==> src/rtl/pcs_sync_param.sv <==
// 1000BASE-X style code-group synchronisation: comma alignment, error accounting and SUDI output.
// Optional loss-of-sync event counter on port loss_count when SYNC_LOSS_CNT_EN is defined.
module pcs_sync_param #(
  parameter int unsigned COMMA_N = 3,
  parameter int unsigned ERR_N   = 4,
  parameter int unsigned GOOD_N  = 4
) (
  input  logic        Clk,
  input  logic        mr_main_reset,
  input  logic [9:0]  PUDI,
  input  logic        PUDI_indicate,
  output logic        code_sync_status,
  output logic [10:0] SUDI,
  output logic        SUDI_indicate
`ifdef SYNC_LOSS_CNT_EN
  ,
  output logic [7:0]  loss_count
`endif
);

  localparam int unsigned CW = 3;
  localparam int unsigned EW = 3;
  localparam int unsigned GW = 4;
  localparam int unsigned LW = 8;

  typedef enum logic [1:0] {
    LOSS_OF_SYNC  = 2'd0,
    COMMA_DETECT  = 2'd1,
    SYNC_ACQUIRED = 2'd2
  } state_e;

  state_e        state_q, state_d;
  logic [CW-1:0] comma_cnt_q, comma_cnt_d;
  logic [EW-1:0] err_cnt_q, err_cnt_d;
  logic [GW-1:0] good_cnt_q, good_cnt_d;
  logic          rx_even_q, rx_even_d;
  logic [10:0]   sudi_q, sudi_d;
  logic          sudi_ind_q, sudi_ind_d;
  logic          sync_q, sync_d;

  logic [3:0]    ones_c;
  logic          run_c;
  logic          comma_c;
  logic          invalid_c;
  logic          aligned_comma_c;
  logic          err_event_c;
  logic [CW-1:0] comma_inc_c;
  logic [EW-1:0] err_inc_c;
  logic [GW-1:0] good_inc_c;

  // Code-group classification: disparity (ones count) and run-length checks
  always_comb begin
    ones_c = '0;
    for (int i = 0; i < 10; i++) begin
      ones_c = ones_c + 4'(PUDI[i]);
    end
    run_c = 1'b0;
    for (int i = 0; i <= 5; i++) begin
      if ((PUDI[i+:5] == 5'b11111) || (PUDI[i+:5] == 5'b00000)) begin
        run_c = 1'b1;
      end
    end
  end

  assign comma_c         = (PUDI[9:3] == 7'b0011111) || (PUDI[9:3] == 7'b1100000);
  assign invalid_c       = (ones_c < 4'd4) || (ones_c > 4'd6) || (run_c && !comma_c);
  assign aligned_comma_c = comma_c && !rx_even_q;
  assign err_event_c     = invalid_c || (comma_c && rx_even_q);

  assign comma_inc_c = comma_cnt_q + CW'(1);
  assign err_inc_c   = err_cnt_q + EW'(1);
  assign good_inc_c  = (good_cnt_q == GW'(GOOD_N)) ? good_cnt_q : good_cnt_q + GW'(1);

  // State register
  always_ff @(posedge Clk or negedge mr_main_reset) begin
    if (!mr_main_reset) begin
      state_q <= LOSS_OF_SYNC;
    end else begin
      state_q <= state_d;
    end
  end

  // Next-state and counter update
  always_comb begin
    state_d     = state_q;
    comma_cnt_d = comma_cnt_q;
    err_cnt_d   = err_cnt_q;
    good_cnt_d  = good_cnt_q;
    if (PUDI_indicate) begin
      case (state_q)
        LOSS_OF_SYNC: begin
          if (comma_c) begin
            if (COMMA_N == 1) begin
              state_d     = SYNC_ACQUIRED;
              comma_cnt_d = '0;
              err_cnt_d   = '0;
              good_cnt_d  = '0;
            end else begin
              state_d     = COMMA_DETECT;
              comma_cnt_d = CW'(1);
            end
          end
        end
        COMMA_DETECT: begin
          if (err_event_c) begin
            state_d     = LOSS_OF_SYNC;
            comma_cnt_d = '0;
          end else if (aligned_comma_c) begin
            if (comma_inc_c == CW'(COMMA_N)) begin
              state_d     = SYNC_ACQUIRED;
              comma_cnt_d = '0;
              err_cnt_d   = '0;
              good_cnt_d  = '0;
            end else begin
              comma_cnt_d = comma_inc_c;
            end
          end
        end
        SYNC_ACQUIRED: begin
          if (err_event_c) begin
            if (err_inc_c == EW'(ERR_N)) begin
              state_d     = LOSS_OF_SYNC;
              comma_cnt_d = '0;
              err_cnt_d   = '0;
              good_cnt_d  = '0;
            end else begin
              err_cnt_d  = err_inc_c;
              good_cnt_d = '0;
            end
          end else if ((good_inc_c == GW'(GOOD_N)) && (err_cnt_q != '0)) begin
            err_cnt_d  = err_cnt_q - EW'(1);
            good_cnt_d = '0;
          end else begin
            good_cnt_d = good_inc_c;
          end
        end
        default: state_d = LOSS_OF_SYNC;
      endcase
    end
  end

  // Output / datapath next values
  always_comb begin
    rx_even_d  = rx_even_q;
    sudi_d     = sudi_q;
    sudi_ind_d = 1'b0;
    sync_d     = (state_d == SYNC_ACQUIRED);
    if (PUDI_indicate) begin
      rx_even_d  = aligned_comma_c ? 1'b1 : !rx_even_q;
      sudi_d     = {rx_even_d, PUDI};
      sudi_ind_d = 1'b1;
    end
  end

  always_ff @(posedge Clk or negedge mr_main_reset) begin
    if (!mr_main_reset) begin
      comma_cnt_q <= '0;
      err_cnt_q   <= '0;
      good_cnt_q  <= '0;
      rx_even_q   <= 1'b0;
      sudi_q      <= '0;
      sudi_ind_q  <= 1'b0;
      sync_q      <= 1'b0;
    end else begin
      comma_cnt_q <= comma_cnt_d;
      err_cnt_q   <= err_cnt_d;
      good_cnt_q  <= good_cnt_d;
      rx_even_q   <= rx_even_d;
      sudi_q      <= sudi_d;
      sudi_ind_q  <= sudi_ind_d;
      sync_q      <= sync_d;
    end
  end

  assign code_sync_status = sync_q;
  assign SUDI             = sudi_q;
  assign SUDI_indicate    = sudi_ind_q;

`ifdef SYNC_LOSS_CNT_EN
  logic [LW-1:0] loss_q, loss_d;

  // Saturating count of drops out of sync
  always_comb begin
    loss_d = loss_q;
    if ((state_q == SYNC_ACQUIRED) && (state_d == LOSS_OF_SYNC) && (loss_q != {LW{1'b1}})) begin
      loss_d = loss_q + LW'(1);
    end
  end

  always_ff @(posedge Clk or negedge mr_main_reset) begin
    if (!mr_main_reset) begin
      loss_q <= '0;
    end else begin
      loss_q <= loss_d;
    end
  end

  assign loss_count = loss_q;
`endif

endmodule

==> config.mk <==
export PLATFORM = sky130hd
export DESIGN_NAME = pcs_sync_param
export DESIGN_NICKNAME = d
export VERILOG_FILES = /design/src/rtl/pcs_sync_param.sv
export SDC_FILE = /design/constraint.sdc
export NUM_CORES = 1
export LEC_CHECK = 0
export ABC_AREA = 1
export ABC_CLOCK_PERIOD_IN_PS = 2000
export BUFFER_PORTS_ARGS = -buffer_cell sky130_fd_sc_hd__buf_2
export CORE_MARGIN = 4
export CORE_UTILIZATION = 40
export CTS_BUF_LIST = sky130_fd_sc_hd__clkbuf_8 sky130_fd_sc_hd__clkbuf_16
export DETAILED_ROUTE_END_ITERATION = 10
export GPL_TIMING_DRIVEN = 0
export SLEW_MARGIN = 5
export SYNTH_ARGS = -nofsm -noshare
export SYNTH_HDL_FRONTEND = slang
export SYNTH_SLANG_ARGS = --single-unit
==> constraint.sdc <==
create_clock -name Clk -period 2 [get_ports Clk]
set_clock_uncertainty 0.05 [all_clocks]
set_input_delay 0.1 -clock Clk [delete_from_list [all_inputs] [get_ports Clk]]
set_output_delay 0.1 -clock Clk [all_outputs]
set_load 0.005 [all_outputs]
# Yosys cells after proc, flatten, opt, wreduce, memory -nomap -nowiden
# Index checks and enable logic that the tools add are counted.
dict set report totals {
  regBits 26
  inputBits 13
  output_inout_bits 13
  wordCells 112
}
dict set report classes {
  n_addsub 13
  n_lt_le_gt_ge 2
  n_eq_ne 23
  muxes 37
  reduce_logical 29
}
# operator n
set op_table {}
lappend op_table {{$mux W3} 12}
lappend op_table {{$eq A5 B5 Y1 const B} 6}
lappend op_table {{$logic_not A5 Y1} 6}
lappend op_table {{$add A4 B1 Y4} 6}
lappend op_table {{$mux W4} 6}
lappend op_table {{$mux W2} 7}
lappend op_table {{$ne A2 B2 Y1 const B} 6}
lappend op_table {{$reduce_and A6 Y1} 2}
lappend op_table {{$logic_or A1 B1 Y1} 10}
lappend op_table {{$pmux W3 S3} 1}
lappend op_table {{$eq A4 B3 Y1 const B} 2}
lappend op_table {{$mux W1} 8}
lappend op_table {{$pmux W4 S2} 1}
lappend op_table {{$eq A7 B5 Y1 const B} 1}
lappend op_table {{$eq A7 B7 Y1 const B} 1}
lappend op_table {{$add A3 B1 Y3 const B} 2}
lappend op_table {{$ne A3 B3 Y1 const B} 2}
lappend op_table {{$pmux W2 S3} 1}
lappend op_table {{$pmux W3 S2} 1}
lappend op_table {{$reduce_bool A3 Y1} 2}
lappend op_table {{$reduce_and A5 Y1} 1}
lappend op_table {{$add A3 B1 Y4} 1}
lappend op_table {{$add A4 B1 Y4 const B} 1}
lappend op_table {{$eq A2 B2 Y1 const B} 2}
lappend op_table {{other kinds (12)} 16}

# Depth between registers and ports, before layout
# Gate-level depths: netlist (run 1).
dict set report depth {
  depth_word 17
  depth_mapped 17
  depth_no_buf 17
}

# Least setup slack after synthesis (run 1)
# Ideal clock, no wire load.
dict set report synth_path {
  path_kind {input -> register}
  startpoint {input port PUDI[0]}
  endpoint {register err_cnt_q[1]}
  setup_time_ps 118
  arrival_ps 3311
  required_ps 1832
  path_slack_ps -1479
  path_stages 17
  path_buffers 0
  path_cell_list {inv_1 fa_1 fa_1 fa_1 inv_1 ha_1 fa_1 nand2_1 o21ai_0 a21oi_1 nand3_2 clkinv_1 nand2_1 nand2_4 clkinv_2 nand2_1 o21ai_2}
}
dict set report synth_via {
  elab_chain_cells 15
  word_cells_on_any_way 29
  cone_classes {9 x add/sub; 2 x order compare; 3 x eq/ne; 8 x mux; 7 x reduce/logical}
}
# element line
set synth_lines {}
lappend synth_lines {{from (decl)} 10} ;# input logic [9:0] PUDI,
lappend synth_lines {{$add A1 B1 Y2} 55} ;# ones_c = ones_c + 4'(PUDI[i]);
lappend synth_lines {{$add A2 B1 Y3} 55}
lappend synth_lines {{$add A3 B1 Y4} 55}
lappend synth_lines {{$add A4 B1 Y4 (6 in a row)} 55}
lappend synth_lines {{$lt A4 B3 Y1 or $gt A4 B3 Y1 (tied branches)} 66} ;# assign invalid_c = (ones_c < 4'd4) || (ones_c > 4'd6) || (run_c && !comma_c);
lappend synth_lines {{$logic_or A1 B1 Y1} 66}
lappend synth_lines {{$logic_or A1 B1 Y1 *} 66}
lappend synth_lines {{$logic_or A1 B1 Y1 *} 68} ;# assign err_event_c = invalid_c || (comma_c && rx_even_q);
lappend synth_lines {{$ne A3 B3 Y1 (no source line) (tied with other cells)} n/a}
lappend synth_lines {{$reduce_and A6 Y1 (no source line) or $pmux W3 S2 (tied branches)} n/a}
lappend synth_lines {{to (signal assigned)} 166} ;# err_cnt_q <= err_cnt_d;
lappend synth_lines {{to (decl)} 34} ;# logic [EW-1:0] err_cnt_q, err_cnt_d;
# Every way passes the cells marked *; elsewhere a longest branch is shown, timed or not.
# A chain may end at the register's enable or synchronous reset.

# Worst setup path after layout (run 1)
dict set report layout_path {
  startpoint {input port PUDI[5]}
  endpoint {register good_cnt_q[3]}
}
dict set report layout_via {
  elab_chain_cells 12
  word_cells_on_any_way 42
  cone_classes {5 x add/sub; 2 x order compare; 9 x eq/ne; 7 x mux; 19 x reduce/logical}
}
# element line
set layout_lines {}
lappend layout_lines {{branches (longest 12 deep; another with $add A4 B1 Y4)} n/a}
lappend layout_lines {{to (signal assigned)} 167} ;# good_cnt_q <= good_cnt_d;
lappend layout_lines {{to (decl)} 35} ;# logic [GW-1:0] good_cnt_q, good_cnt_d;
# Parallel ways; which one is timed is not known.

==> results of run 1 <==
==> cells in the final DEF, fill, tap and decap left out, types with 2 or more instances in the layout <==
cell           instances
nor2_2                 5
buf_8                  2
nand2_1               59
a21oi_1                2
clkbuf_1               2
nand2_2                3
xor2_1                 3
inv_4                  3
nand3_1               14
inv_1                 36
dfrtp_1               25
o21ai_0               14
inv_2                  4
nand2_4                4
nor2_1                16
buf_6                  2
o21ai_2                2
fa_1                   6
dlygate4sd3_1          3
buf_4                  7
xnor2_1                3
nand4_1                3
o21ai_1                8
nand3_2                6
clkbuf_8               3
clkinv_2               2
ha_1                  17
buf_2                 21
==> stage by stage <==
| step | setup TNS [ns] | instance area (um2) | cells |
|---|---|---|---|
| 2_1_floorplan | -15.45 | 1934 | 248 |
| 3_5_place_dp | -20.58 | 2125 | 325 |
| 3_3_place_gp | -20.40 | 2125 | 325 |
| 5_1_grt | -17.52 | 2321 | 338 |
| 6_report | -15.65 | 2321 | 338 |
| 4_1_cts | -15.55 | 2285 | 336 |
==> state kept, by name (all words and copies together), names as in the netlist <==
name and cells:
rx_even_q 1, comma_cnt_q 3, state_q 2, SUDI_indicate 1
SUDI 10, code_sync_status 1, good_cnt_q 4, err_cnt_q 3
==> layout make-up <==
type | instances | area, um2 | share of cell area
plain buffers | 4 | 18.77 | 0.008086
repair buffers | 34 | 232.7 | 0.1003
multi-input cells | 175 | 1159 | 0.4992
clock inverters | 1 | 3.754 | 0.001617
inverters | 44 | 175.2 | 0.07547
clock buffers | 3 | 41.29 | 0.01779
flip-flops and latches | 25 | 625.6 | 0.2695
well taps | 52 | 65.06 | 0.02803
==> repair_timing <==
| item | in CTS | in global routing |
|---|---|---|
| resized for setup | 18 | 8 |
| gates cloned | 0 | 0 |
| pin swaps | 11 | 6 |
| endpoints found under the hold margin | 27 | 0 |
| setup endpoints to repair | 13 | 13 |
| buffers inserted | 4 | 2 |
| hold buffers | 3 | 0 |
==> cells in the mapped netlist <==
cell	number
buf_1	1
nor2_4	1
nand4_2	1
buf_4	1
a21oi_4	1
nand2_2	1
a21oi_1	3
o211ai_1	1
o21bai_1	1
nor3_1	1
nand4_1	3
nor2_1	19
xor2_1	3
or2_2	1
clkinv_2	1
nand2_1	62
nand2_4	3
inv_1	40
nand3_1	15
xnor2_1	3
o21ai_0	17
dfrtp_1	25
clkinv_1	1
inv_2	2
nand3_2	5
o21ai_1	5
o21ai_2	2
fa_1	6
or2_1	1
clkbuf_1	2
ha_1	18
nor2_2	2
==> metal layers <==
layer | GRT usage | routed length (um) | vias up
li1 | - | - | 850
met1 | 0.2119 | 2082 | 708
met2 | 0.2263 | 1759 | 22
met3 | 0.01042 | 86 | 4
met4 | 0.05160 | 46 | 0
met5 | 0 | 0 | -
==> power groups by stage <==
stage	combinational [mW]	clock, mW	sequential [mW]
5_1_grt	1.03	0.335	0.685
3_3_place_gp	0.764	0	0.681
2_1_floorplan	0.585	0	0.668
3_5_place_dp	0.777	0	0.682
4_1_cts	0.869	0.309	0.673
6_report	0.901	0.302	0.675
==> worst max-delay path: stages <==
cell     delay (ns)
buf_8          0.10
fa_1           0.54
inv_2          0.04
fa_1           0.46
fa_1           0.49
inv_1          0.04
ha_2           0.17
fa_1           0.42
nand2_1        0.07
o21ai_1        0.07
a21oi_2        0.23
nand2_4        0.11
a21oi_4        0.28
buf_4          0.16
nand3_1        0.05
o21ai_0        0.07
==> path summary, 6_finish.rpt <==
| path | endpoint | cells past startpoint |
|---|---|---|
| setup reg to reg | good_cnt_q[3] | 10 |
| max in group asynchronous | good_cnt_q[0] | 2 |
| min in group asynchronous | SUDI[3] | 2 |
| setup / recovery | good_cnt_q[3] | 16 |
| hold / removal | SUDI[9] | 3 |
| hold reg to reg | SUDI[9] | 2 |
==> cell families (layout without fill, tap and decap cells) <==
| kind of cell | after synthesis | after routing | synth area share |
|---|---|---|---|
| buffers and inverters | 48 | 86 | 0.09622 |
| XOR/XNOR | 6 | 6 | 0.02731 |
| AO/OA/AOI/OAI | 30 | 30 | 0.09038 |
| AND/OR/NAND/NOR | 115 | 115 | 0.2815 |
| flip-flops | 25 | 25 | 0.3251 |
| adder cells (fa/ha/maj) | 24 | 24 | 0.1795 |
==> flow_metrics.tcl, run 1 <==
set metrics [dict create \
    cts.sinks 25 \
    pwr-share-comb 0.480 \
    drc 0 \
    rsz0062_at_grt "yes" \
    p_int_mw 1.116 \
    pin_count 26 \
    dp_hpwl_um 3104 \
    cellPowerDensity_nw_per_um2 809.1 \
    vdd_ir_drop_max_v 0.0004515 \
    critPathArrivalTime_ns 3.42 \
    period_minus_slack_ns 3.278 \
    cts_root_buf "clkbuf_8" \
    dieWidth_um 77.36 \
    maxSlewViolCount 0 \
    h-tree-depth 1 \
    yosysWarningCount 0 \
    final_antenna_net_count 0 \
    finalCritPeriodShare 1.639 \
    design.core.area_um2 4504 \
    worst_pin_slew_ns 0.5710 \
    final-hold-violation-count 0 \
    cp-startpoint "PUDI[5]" \
    fp.dieH_um 77.36 \
    layout-drive-gt1-share 0.2483 \
    synthCells 248 \
    pwr-share-clk 0.161 \
    crit_fanout 6 \
    synth_area_um2 1924 \
    hold_path.class "in -> reg" \
    violations "negative setup slack" \
    grtUsageTotal 0.1450 \
    final_util 0.5153 \
    relSlewSlack 0.6193 \
    timing.rr.start "state_q[1]" \
    syn_to_final_growth_pct 20.61 \
    ys_seq_area_frac 0.3251 \
    max_freq_ghz 0.3051 \
    clkLatencyLatePin_ns 0.27 \
    worst_slack_ns -1.278 \
    grt_pass1_vias 1536 \
    path_class "in -> reg" \
    routedWlPerCell_um 11.76 \
    clockBufferDepth 2 \
    hold_start "PUDI[9]" \
    status "finished, violations left" \
    grt_overflow_total 0 \
    report.power.total_mw 1.878 \
    num_rows 24 \
    synth_cell_type_count 32 \
    syn_avg_cell_area_um2 7.759 \
    synth_nets 285 \
    pwr-share-seq 0.359 \
    synth_area_leaders "dfrtp_1 (33%), nand2_1 (12%), ha_1 (12%)" \
    port_buffers 25 \
    fin_nets 324 \
    start_util 0.4272 \
    p_leak_nw 1.219 \
    grt_max_degree 26 \
    synth_top_area_frac 0.3251 \
    maxCapViolCount 0 \
    via_per_inst 4.686 \
    switching_share 0.4059 \
    cp.required_ns 2.14 \
    diodes 0 \
    wl_um 3974 \
    p_switching_uw 762.2 \
    initialDrtViolationCount 72 \
    clkTransAtPathRegs_ns 0.09 \
    dr.pass1.iters 4 \
    hold-worst-slack_ns 0.03262 \
    reg2reg_slack_ns -0.22 \
    die_area_um2 5985 \
    place_ws_ns -1.680 \
    critPathLaunchType "input pin" \
    synth_area_leader_cell "dfrtp_1" \
    cts_buffers 3 \
    antenna_found_initial 0 \
    ys_seq_elements 25 \
    grt_pass1_wl_um 7072 \
    cp-end-kind "flop" \
    setup_viol 13 \
    vias 1584 \
    cts_tree "yes" \
    place_congestion 0.8259 \
    nFillCells 434 \
]
Note: power is estimated with default switching activity, not from simulation.
==> run 2: changes to the inputs <==
--- a/config.mk
+++ b/config.mk
@@ -10,9 +10,9 @@
 export BUFFER_PORTS_ARGS = -buffer_cell sky130_fd_sc_hd__buf_2
 export CORE_MARGIN = 4
 export CORE_UTILIZATION = 40
-export CTS_BUF_LIST = sky130_fd_sc_hd__clkbuf_8 sky130_fd_sc_hd__clkbuf_16
 export DETAILED_ROUTE_END_ITERATION = 10
 export GPL_TIMING_DRIVEN = 0
+export REMOVE_ABC_BUFFERS = 1
 export SLEW_MARGIN = 5
 export SYNTH_ARGS = -nofsm -noshare
 export SYNTH_HDL_FRONTEND = slang
==> run 2 against run 1 <==
Compared with the run above: the flow still finishes with violations (negative setup slack); clock-buffer cell count rose by 1; register-to-register slack improved by 0.16 ns; global-route usage decreased by 0.80 points; sequential cell count unchanged; critical path depth did not move; cell count fell by 0.89%; cell area rose by 2.1%; maximum frequency is 1.8% higher; sequential share of layout area fell by 0.55 points; combinational power up 14%; via count rose by 0.32%; first-iteration DRC count rose by 26%; critical path type unchanged.
==> flow_metrics.tcl, run 2 (synthesis results as in run 1) <==
set metrics [dict create \
    status "finished, violations left" \
    violations "negative setup slack" \
    cellPowerDensity_nw_per_um2 852.3 \
    final_antenna_net_count 0 \
    grt_overflow_total 0 \
    num_rows 24 \
    path_buf_inv 4 \
    path_depth 16 \
    crit_fanout 4 \
    grt_pass1_wl_um 6817 \
    cts_root_buf "clkbuf_8" \
    cts_buffers 3 \
    holdPathEnd "SUDI_indicate" \
    tns_ns -15.09 \
    rr_endpoint "good_cnt_q[3]" \
    fp.dieH_um 77.36 \
    switching_share 0.4138 \
    routedWlPerCell_um 11.73 \
    cts.sinks 25 \
    critPathArrivalTime_ns 3.36 \
    timing.rr.start "state_q[1]" \
    layout_commonest_cell "nand2_1" \
    clkTransAtPathRegs_ns 0.09 \
    p_switching_uw 835.8 \
    final-hold-violation-count 0 \
    reg2reg_depth 9 \
    start_util 0.4272 \
    maxSlewViolCount 0 \
    rsz0062_at_grt "yes" \
    worst_slack_ns -1.220 \
    die_area_um2 5985 \
    drc 0 \
    maxCapViolCount 0 \
    grtUsageTotal 0.1370 \
    holdPathStages 1 \
    crit_path_frequent_cell "fa_1" \
    syn_to_final_growth_pct 23.15 \
    place_congestion 0.8243 \
    via_per_inst 4.743 \
    antenna_found_initial 0 \
    cp_top_family "adder cells" \
    hold-worst-slack_ns 0.002715 \
    cp_slowest_cell "fa_1" \
    post_dp_cell_area_um2 2096 \
    period_minus_slack_ns 3.220 \
    grt_max_degree 26 \
    path_cells "buf_2 > inv_1 > fa_1 > fa_1 > fa_1 > inv_2 > ha_4 > fa_2 > nand2_2 > o21ai_2 > a21oi_4 > nand2_4 > a21oi_4 > buf_6 > nand3_2 > o21ai_1" \
    pin_count 26 \
    layout-drive-gt1-share 0.2968 \
    reg2reg_slack_ns -0.06 \
    fin_nets 321 \
    vdd_ir_drop_max_v 0.0004387 \
    grt_pass1_vias 1478 \
    design.core.area_um2 4504 \
    h-tree-depth 1 \
    vias 1589 \
    dieWidth_um 77.36 \
    hold_path.class "in -> reg" \
    hold_start "PUDI_indicate" \
    pwr-share-clk 0.157 \
    clockBufferDepth 2 \
    diodes 0 \
    pwr-share-comb 0.510 \
    critPathLaunchType "input pin" \
    port_buffers 25 \
    finalCritPeriodShare 1.610 \
    relSlewSlack 0.6081 \
    cts_tree "yes" \
    setup_viol 13 \
    initialDrtViolationCount 91 \
    dp_hpwl_um 2940 \
    place_ws_ns -1.860 \
    max_freq_ghz 0.3106 \
    dr.pass1.iters 4 \
    wl_um 3931 \
    p_leak_nw 1.225 \
    post-route-cell-area_um2 2370 \
    critical-path-max-stage-delay_ns 0.52 \
    cp-end-kind "flop" \
    cp.required_ns 2.15 \
    most-common-layout-cells "nand2_1 (53), inv_1 (35), dfrtp_1 (25), buf_2 (23)" \
    clkLatencyLatePin_ns 0.28 \
    largest_reg_flops 10 \
    worst_pin_slew_ns 0.5879 \
    p_int_mw 1.184 \
    path_class "in -> reg" \
    pwr-share-seq 0.333 \
]
==> run 2: changes by cell type in the layout (fill, tap and decap cells not counted), sizes merged <==
cell,before,now
clkinv,2,0
dlygate4sd3,3,1
buf,33,34
inv,43,44
clkbuf,5,4
==> run 2: how the worst max path moves through the flow <==
stage | endpoint | startpoint | slack, ns
3_5_place_dp | err_cnt_q[1] | PUDI[1] | -1.86
4_1_cts | err_cnt_q[1] | PUDI[5] | -1.20
6_report | good_cnt_q[3] | PUDI[3] | -1.22
2_1_floorplan | err_cnt_q[1] | PUDI[0] | -1.48
3_3_place_gp | err_cnt_q[1] | PUDI[5] | -1.84
5_1_grt | err_cnt_q[1] | PUDI[5] | -1.37
==> run 2: area by class of cell <==
class | count | area (um2)
fill | 431 | 2135
multi-input combinational | 175 | 1230
sequential | 25 | 625.6
timing repair buffer | 35 | 234.0
inverter | 44 | 170.2
tap | 52 | 65.06
clock buffer | 4 | 45.04
==> run 2: repair_timing <==
action | 4_1_cts | 5_1_grt
resized for setup | 27 | 23
hold endpoints to repair | 25 | 0
gates cloned | 0 | 0
setup buffers | 8 | 1
hold buffers | 1 | 0
setup endpoints to repair | 13 | 13
pin swaps | 10 | 9
==> run 2: per-stage QoR <==
| step | instances | util | power [mW] |
|---|---|---|---|
| finish | 335 | 0.5261 | 2.020 |
| global route | 335 | 0.5261 | 2.188 |
| CTS | 334 | 0.5094 | 1.927 |
| detailed placement | 321 | 0.4653 | 1.414 |
| global placement | 321 | 0.4653 | 1.406 |
| floorplan | 244 | - | 1.219 |
==> run 2: power by group through the flow <==
stage               clock network (mW)  registers (mW)  logic, mW
floorplan                            0           0.670      0.549
detailed placement                   0           0.680      0.734
global placement                     0           0.676      0.731
global route                     0.345           0.685       1.16
finish                           0.317           0.672       1.03
CTS                              0.321           0.671      0.936
==> run 2: routing by layer <==
metal / global-route usage / share of wire
met3: 0.01620 / 0.028
met1: 0.2088 / 0.51
met4: 0.03203 / 0.0084
met5: 0 / 0
met2: 0.2073 / 0.45
